## config.mk

```make
export PLATFORM = sky130hd
export DESIGN_NAME = radix6_stream_ctrl
export DESIGN_NICKNAME = d
export VERILOG_FILES = /design/src/rtl/radix6_stream_ctrl.sv
export SDC_FILE = /design/constraint.sdc
export NUM_CORES = 2
export LEC_CHECK = 0
export BUFFER_PORTS_ARGS = -buffer_cell sky130_fd_sc_hd__clkbuf_2
export CAP_MARGIN = 30
export CELL_PAD_IN_SITES_DETAIL_PLACEMENT = 0
export CELL_PAD_IN_SITES_GLOBAL_PLACEMENT = 2
export CORE_MARGIN = 3
export CORE_UTILIZATION = 40
export CTS_BUF_LIST = sky130_fd_sc_hd__clkbuf_2 sky130_fd_sc_hd__clkbuf_4 sky130_fd_sc_hd__clkbuf_8
export DETAILED_ROUTE_END_ITERATION = 10
export PLACE_DENSITY_LB_ADDON = 0.1
export SYNTH_ARGS = -nofsm -noshare
export SYNTH_HDL_FRONTEND = slang
export SYNTH_SLANG_ARGS = --single-unit
```

## constraint.sdc

```tcl
create_clock -name clk -period 2.65 [get_ports clk]
set_clock_uncertainty 0.1 [all_clocks]
set_input_delay 0.265 -clock clk [delete_from_list [all_inputs] [get_ports clk]]
set_output_delay 0.265 -clock clk [all_outputs]
set_load 0.05 [all_outputs]
```

## src/rtl/radix6_stream_ctrl.sv

```systemverilog
// rtl/radix6_stream_ctrl.sv - radix-6 core streaming sequencer with credit-based launch and a two-frame output buffer
// Six input beats make one frame, a launch is gated by credits, and the captured core results are serialised out.
module radix6_stream_ctrl #(
  parameter int CORE_LAT = 8,
  parameter int DW = 32
) (
  input  logic          clk,
  input  logic          rst_n,
  input  logic          in_valid,
  output logic          in_ready,
  input  logic [DW-1:0] in_re,
  input  logic [DW-1:0] in_img,
  output logic [DW-1:0] core_a_re,
  output logic [DW-1:0] core_a_img,
  output logic [DW-1:0] core_b_re,
  output logic [DW-1:0] core_b_img,
  output logic [DW-1:0] core_c_re,
  output logic [DW-1:0] core_c_img,
  output logic [DW-1:0] core_d_re,
  output logic [DW-1:0] core_d_img,
  output logic [DW-1:0] core_e_re,
  output logic [DW-1:0] core_e_img,
  output logic [DW-1:0] core_f_re,
  output logic [DW-1:0] core_f_img,
  input  logic [DW-1:0] core_ao_re,
  input  logic [DW-1:0] core_ao_img,
  input  logic [DW-1:0] core_bo_re,
  input  logic [DW-1:0] core_bo_img,
  input  logic [DW-1:0] core_co_re,
  input  logic [DW-1:0] core_co_img,
  input  logic [DW-1:0] core_do_re,
  input  logic [DW-1:0] core_do_img,
  input  logic [DW-1:0] core_eo_re,
  input  logic [DW-1:0] core_eo_img,
  input  logic [DW-1:0] core_fo_re,
  input  logic [DW-1:0] core_fo_img,
  output logic          out_valid,
  input  logic          out_ready,
  output logic [DW-1:0] out_re,
  output logic [DW-1:0] out_img,
  output logic          out_last,
  output logic          busy
);

  typedef enum logic {FILL, FULL} state_t;

  state_t              state;
  logic [2:0]          in_cnt;
  logic [DW-1:0]       slot_re [6];
  logic [DW-1:0]       slot_im [6];
  logic [DW-1:0]       core_re [6];
  logic [DW-1:0]       core_im [6];
  logic [DW-1:0]       co_re   [6];
  logic [DW-1:0]       co_im   [6];
  logic [DW-1:0]       obuf_re [2][6];
  logic [DW-1:0]       obuf_im [2][6];
  logic [CORE_LAT-1:0] vpipe;
  logic                wr_ptr;
  logic                rd_ptr;
  logic [2:0]          out_idx;
  logic [1:0]          count;
  logic [1:0]          credits;

  logic accept;
  logic launch;
  logic capture;
  logic pop;
  logic ret;

  assign core_a_re  = core_re[0];
  assign core_a_img = core_im[0];
  assign core_b_re  = core_re[1];
  assign core_b_img = core_im[1];
  assign core_c_re  = core_re[2];
  assign core_c_img = core_im[2];
  assign core_d_re  = core_re[3];
  assign core_d_img = core_im[3];
  assign core_e_re  = core_re[4];
  assign core_e_img = core_im[4];
  assign core_f_re  = core_re[5];
  assign core_f_img = core_im[5];

  assign co_re[0] = core_ao_re;
  assign co_im[0] = core_ao_img;
  assign co_re[1] = core_bo_re;
  assign co_im[1] = core_bo_img;
  assign co_re[2] = core_co_re;
  assign co_im[2] = core_co_img;
  assign co_re[3] = core_do_re;
  assign co_im[3] = core_do_img;
  assign co_re[4] = core_eo_re;
  assign co_im[4] = core_eo_img;
  assign co_re[5] = core_fo_re;
  assign co_im[5] = core_fo_img;

  assign in_ready  = (state == FILL);
  assign accept    = in_valid && in_ready;
  assign launch    = (state == FULL) && (credits != 2'd0);
  assign capture   = vpipe[CORE_LAT-1];
  assign out_valid = (count != 2'd0);
  assign pop       = out_valid && out_ready;
  assign ret       = pop && (out_idx == 3'd5);

  assign out_re   = out_valid ? obuf_re[rd_ptr][out_idx] : '0;
  assign out_img  = out_valid ? obuf_im[rd_ptr][out_idx] : '0;
  assign out_last = out_valid && (out_idx == 3'd5);
  assign busy     = (in_cnt != 3'd0) || (state == FULL) || (credits != 2'd2);

  always_ff @(posedge clk or negedge rst_n) begin
    if (!rst_n) begin
      state   <= FILL;
      in_cnt  <= '0;
      vpipe   <= '0;
      wr_ptr  <= 1'b0;
      rd_ptr  <= 1'b0;
      out_idx <= '0;
      count   <= '0;
      credits <= 2'd2;
      for (int i = 0; i < 6; i++) begin
        slot_re[i]    <= '0;
        slot_im[i]    <= '0;
        core_re[i]    <= '0;
        core_im[i]    <= '0;
        obuf_re[0][i] <= '0;
        obuf_im[0][i] <= '0;
        obuf_re[1][i] <= '0;
        obuf_im[1][i] <= '0;
      end
    end else begin
      if (accept) begin
        slot_re[in_cnt] <= in_re;
        slot_im[in_cnt] <= in_img;
        if (in_cnt == 3'd5) begin
          in_cnt <= '0;
          state  <= FULL;
        end else begin
          in_cnt <= in_cnt + 3'd1;
        end
      end

      if (launch) begin
        for (int i = 0; i < 6; i++) begin
          core_re[i] <= slot_re[i];
          core_im[i] <= slot_im[i];
        end
        state <= FILL;
      end

      // The core cannot stall, so the pipe only tracks where each launched frame is.
      vpipe[0] <= launch;
      for (int i = 1; i < CORE_LAT; i++) begin
        vpipe[i] <= vpipe[i-1];
      end

      if (capture) begin
        for (int i = 0; i < 6; i++) begin
          obuf_re[wr_ptr][i] <= co_re[i];
          obuf_im[wr_ptr][i] <= co_im[i];
        end
        wr_ptr <= ~wr_ptr;
      end

      if (pop) begin
        if (out_idx == 3'd5) begin
          out_idx <= '0;
          rd_ptr  <= ~rd_ptr;
        end else begin
          out_idx <= out_idx + 3'd1;
        end
      end

      case ({capture, ret})
        2'b10:   count <= count + 2'd1;
        2'b01:   count <= count - 2'd1;
        default: count <= count;
      endcase

      // Credits cover in-flight plus buffered frames, which bounds buffer occupancy at two.
      case ({launch, ret})
        2'b10:   credits <= credits - 2'd1;
        2'b01:   credits <= credits + 2'd1;
        default: credits <= credits;
      endcase
    end
  end

endmodule
```

==> results list <==
* Run status: complete, but fails checks
- Violations in the final reports: negative setup slack
- Total routing resource utilization after global routing: 0.239
* Async set-or-reset flop fraction in the synthesized netlist: 1.00
- sky130_fd_sc_hd__dfrtp_1 takes more of the synthesized area than any other cell.
* Critical Path Slowest Stage Cell: sky130_fd_sc_hd__mux4_2
- Core area: 157000 sq um
- The worst setup path is captured at an output pin.
- Count of unresolved DRC violations after routing: 0
- Clock latency on the worst-skew pair, taken at its later pin, is 0.98 ns.
* Unique cell type count in the Yosys netlist: 37
- Summing every instance area after synthesis gives ~64000 sq um.
* Via Count: 41000
- Of all nets on the critical path, the largest fanout is 8.
- From synthesis to final layout, the design area changed by 37.4%.
- Power density over the cells: 1420 nW/um^2
- Using the TritonRoute via totals, the vias-per-cell ratio works out to 5.08.
- Beginning of the worst hold path: in_img[12]
- Top-level I/O count: 904
- The final max-slew violation count was 0.
- The count of cells in the finished layout, fillers not included, comes to 8079.
- STA classifies the critical path startpoint as a register.
- Floorplan die area: 164000 sq um
- Clock tree synthesis selected as its root buffer the cell sky130_fd_sc_hd__clkbuf_8.
- Final critical-path setup slack: -0.677 ns
* Number of levels in the clock H-tree: 5
* Pin count of the biggest net entering global routing: 104
- Syn_nets: 4294
- RR Endpoint: slot_im[135]
- Wire length of the first global-routing pass: 294000 um
- Crit path to: out_img[17]
- For the pin with the worst max-slew slack, the measured transition is around 0.78 ns.
* Clock tree from TritonCTS: done
- The layout has 13200 filler cells.
* Drt first pass iters: 5
* Type of the most critical hold path: input pin to register
* Buffer depth of the longest clock path: 4
- Remaining global-route overflow: 0
- Source of the worst register-to-register timing path: state
* Final worst-path cycle share: 1.26
- The number of antenna violations at the first check in global routing is 54.
- Once detail routing completed, the nets flagged for antenna violations numbered 0.
- In this design, the critical path's most frequently occurring cell is sky130_fd_sc_hd__buf_16.
* Inst Count DP: 6693
- The most used flip-flop cell after synthesis is sky130_fd_sc_hd__dfrtp_1.
- Wire length after detailed routing: roughly 200000 um
- Yosys printed 0 warnings.
* Number of synthesized flops with an enable pin: 0
- Headroom to the max-slew limit came out at 0.483.
- The number of hold violations in the final report was 0.
* Maximum cell stage delay along the critical path: roughly 0.50 ns
* Minimum period implied by the final worst setup slack: 3.33 ns
* Area share of the largest cell type after synthesis: 0.612
* Max Fclk: about 300 MHz
- Data arrival time at the worst-slack endpoint: 2.96 ns
- In the post-synthesis netlist, the biggest area contributors are sky130_fd_sc_hd__dfrtp_1 61%, sky130_fd_sc_hd__mux2_2 26%, sky130_fd_sc_hd__mux4_2 4.5%, sky130_fd_sc_hd__mux2i_1 2.0%, sky130_fd_sc_hd__buf_2 1.3%.
* Final Power: 124 mW
* Count of buffers inserted at the top-level ports: 903
- The number of clock buffers added by TritonCTS is 294.
* Yosys reg bits: 1557
- DIE WIDTH: 405 um
- Starting DRC count in detailed routing: around 2000
- Data required time at the worst endpoint: 2.29 ns
* Clock-pin slew on the worst setup and hold paths: roughly 0.060 ns
- Fraction of layout cells with a size suffix above 1: 0.547
* Leakage power figure: 39.7 nW
- Detailed placement ended at an HPWL of 129000 um.
- Sequential cell area fraction in the yosys report: 0.613
- Flop-to-flop setup slack: 0.41 ns
- Setup violations remaining at the end of the flow were counted as 64.
- Final Wtd Congestion: about 0.79
- Initial Utilization: 0.405
- Setup repair after global routing could not meet its margin everywhere.
* Cell with the most instances after synthesis: sky130_fd_sc_hd__dfrtp_1
* Clock sink count: about 1600
- Worst path cell trace: buf_12 > buf_16 > buf_16 > buf_4 > mux4_2 > a32o_2 > clkbuf_8
- The critical path is of the register to output pin type.
* Cell row count: around 150
- Gate count after technology mapping: 3840
- The number of cells on the worst reg-to-reg path is 4.
- Averaged over all synthesized cells, the footprint is 16.6 sq um.
- By count the netlist is led by 1556 x sky130_fd_sc_hd__dfrtp_1, 1487 x sky130_fd_sc_hd__mux2_2, 160 x sky130_fd_sc_hd__buf_2.
* Routed WL per cell: 24.4 um
- The tool flagged a number of max-cap violations equal to 0.
- The critical path starts at rd_ptr.
- Die Y: between 400 and 500 um
- Via count of the first global-routing pass: 45300
* Number of nets in the layout: 6274
* Worst supply voltage drop on vdd: 0.890 mV
## cell usage in the layout (no fill, tap or decap), types with 37 or more instances in the layout
cell type	Yosys	layout
sky130_fd_sc_hd__dfrtp_1	1556	1553
sky130_fd_sc_hd__mux2_2	1487	1487
sky130_fd_sc_hd__clkbuf_2	0	836
sky130_fd_sc_hd__dlygate4sd3_1	0	830
sky130_fd_sc_hd__clkbuf_8	0	361
sky130_fd_sc_hd__mux4_2	128	128
sky130_fd_sc_hd__mux2i_1	128	128
sky130_fd_sc_hd__buf_4	7	100
sky130_fd_sc_hd__clkbuf_4	0	86
sky130_fd_sc_hd__buf_12	0	66
sky130_fd_sc_hd__a22oi_1	64	63
sky130_fd_sc_hd__buf_8	2	52
sky130_fd_sc_hd__mux2_1	49	49
sky130_fd_sc_hd__a32o_2	0	44
sky130_fd_sc_hd__diode_2	0	40
sky130_fd_sc_hd__nand2b_4	0	37
## final cells by class
type                            count  area, sq um  share of cell area
Sequential cell                  1557        39000               0.446
Clock buffer                      437         5480              0.0627
Timing Repair Buffer             1930        16300               0.186
Inverter                            4         15.0            0.000172
Clock inverter                     20          185             0.00212
Tap cell                         2058         2570              0.0295
Multi-Input combinational cell   2033        23700               0.272
Antenna cell                       40          100             0.00115
## worst min-delay path by stage
stage,end,slack [ns],cells after the start
after floorplan,core_a_img[0],-0.13,0
after global placement,obuf_re[242],0.15,1
after detailed placement,obuf_re[242],0.17,1
after CTS,slot_im[15],0.001,3
after global routing,obuf_im[182],0.02,3
final,slot_im[108],0.10,3
## per-stage QoR
| step | hold WS (ns) | area (sq um) | utilization | setup TNS (ns) | worst slack, ns |
|---|---|---|---|---|---|
| 2_1_floorplan | -0.131 | 63600 | - | 0 | 0.333 |
| 3_3_place_gp | 0.152 | 71400 | 0.454 | 0 | 0.101 |
| 3_5_place_dp | 0.169 | 71400 | 0.454 | 0 | 0.104 |
| 4_1_cts | 0.00127 | 86600 | 0.551 | -49.59 | -0.851 |
| 5_1_grt | 0.0222 | 87300 | 0.556 | -49.02 | -0.820 |
| 6_report | 0.101 | 87400 | 0.556 | -40.02 | -0.677 |
## what timing repair did
item                                    4_1_cts  5_1_grt
endpoints found under the setup margin       65       65
buffers inserted                             27       18
hold endpoints to repair                   2721        0
gates cloned                                  8        5
resized for setup                           186      122
hold buffers                                831        0
pin swaps                                    12       28
## power by group
part | internal (mW) | leakage (nW) | switching (mW)
clock | 13.3 | 3.01 | 9.87
sequential | 36.0 | 18.6 | 6.30
combinational | 26.6 | 18.0 | 32.1
## cell families after synthesis
kind of cell    Yosys count  share of synthesized area
buf+inv                 250                     0.0206
simple gates             94                    0.00905
mux                    1792                      0.337
compound gates          135                     0.0184
flops                  1557                      0.613
fa+ha+maj                 2                   0.000393
xor+xnor                 10                    0.00138
## flip-flops by register name, indices dropped and copies added, names as in the netlist, 192 cells and up
| signal | count |
|---|---|
| slot_im | 192 |
| slot_re | 192 |
| obuf_im | 384 |
| obuf_re | 384 |
## worst max-delay path, delay by kind of cell (launching register included)
family | cells | cell delay (ns)
AO/OA/AOI/OAI | 1 | 0.28
flip-flops | 1 | 0.42
buffers and inverters | 5 | 0.81
multiplexers | 1 | 0.50
## per-layer routing
| metal | vias to the layer above | global-route usage | wire [um] |
|---|---|---|---|
| met1 | 21400 | 0.298 | 81100 |
| met2 | 1125 | 0.384 | 93700 |
| li1 | 18100 | - | - |
| met4 | 20 | 0.0806 | 6180 |
| met5 | - | 0 | 143 |
| met3 | 394 | 0.0883 | 16400 |
No activity file was read; power rests on OpenSTA's default activity.
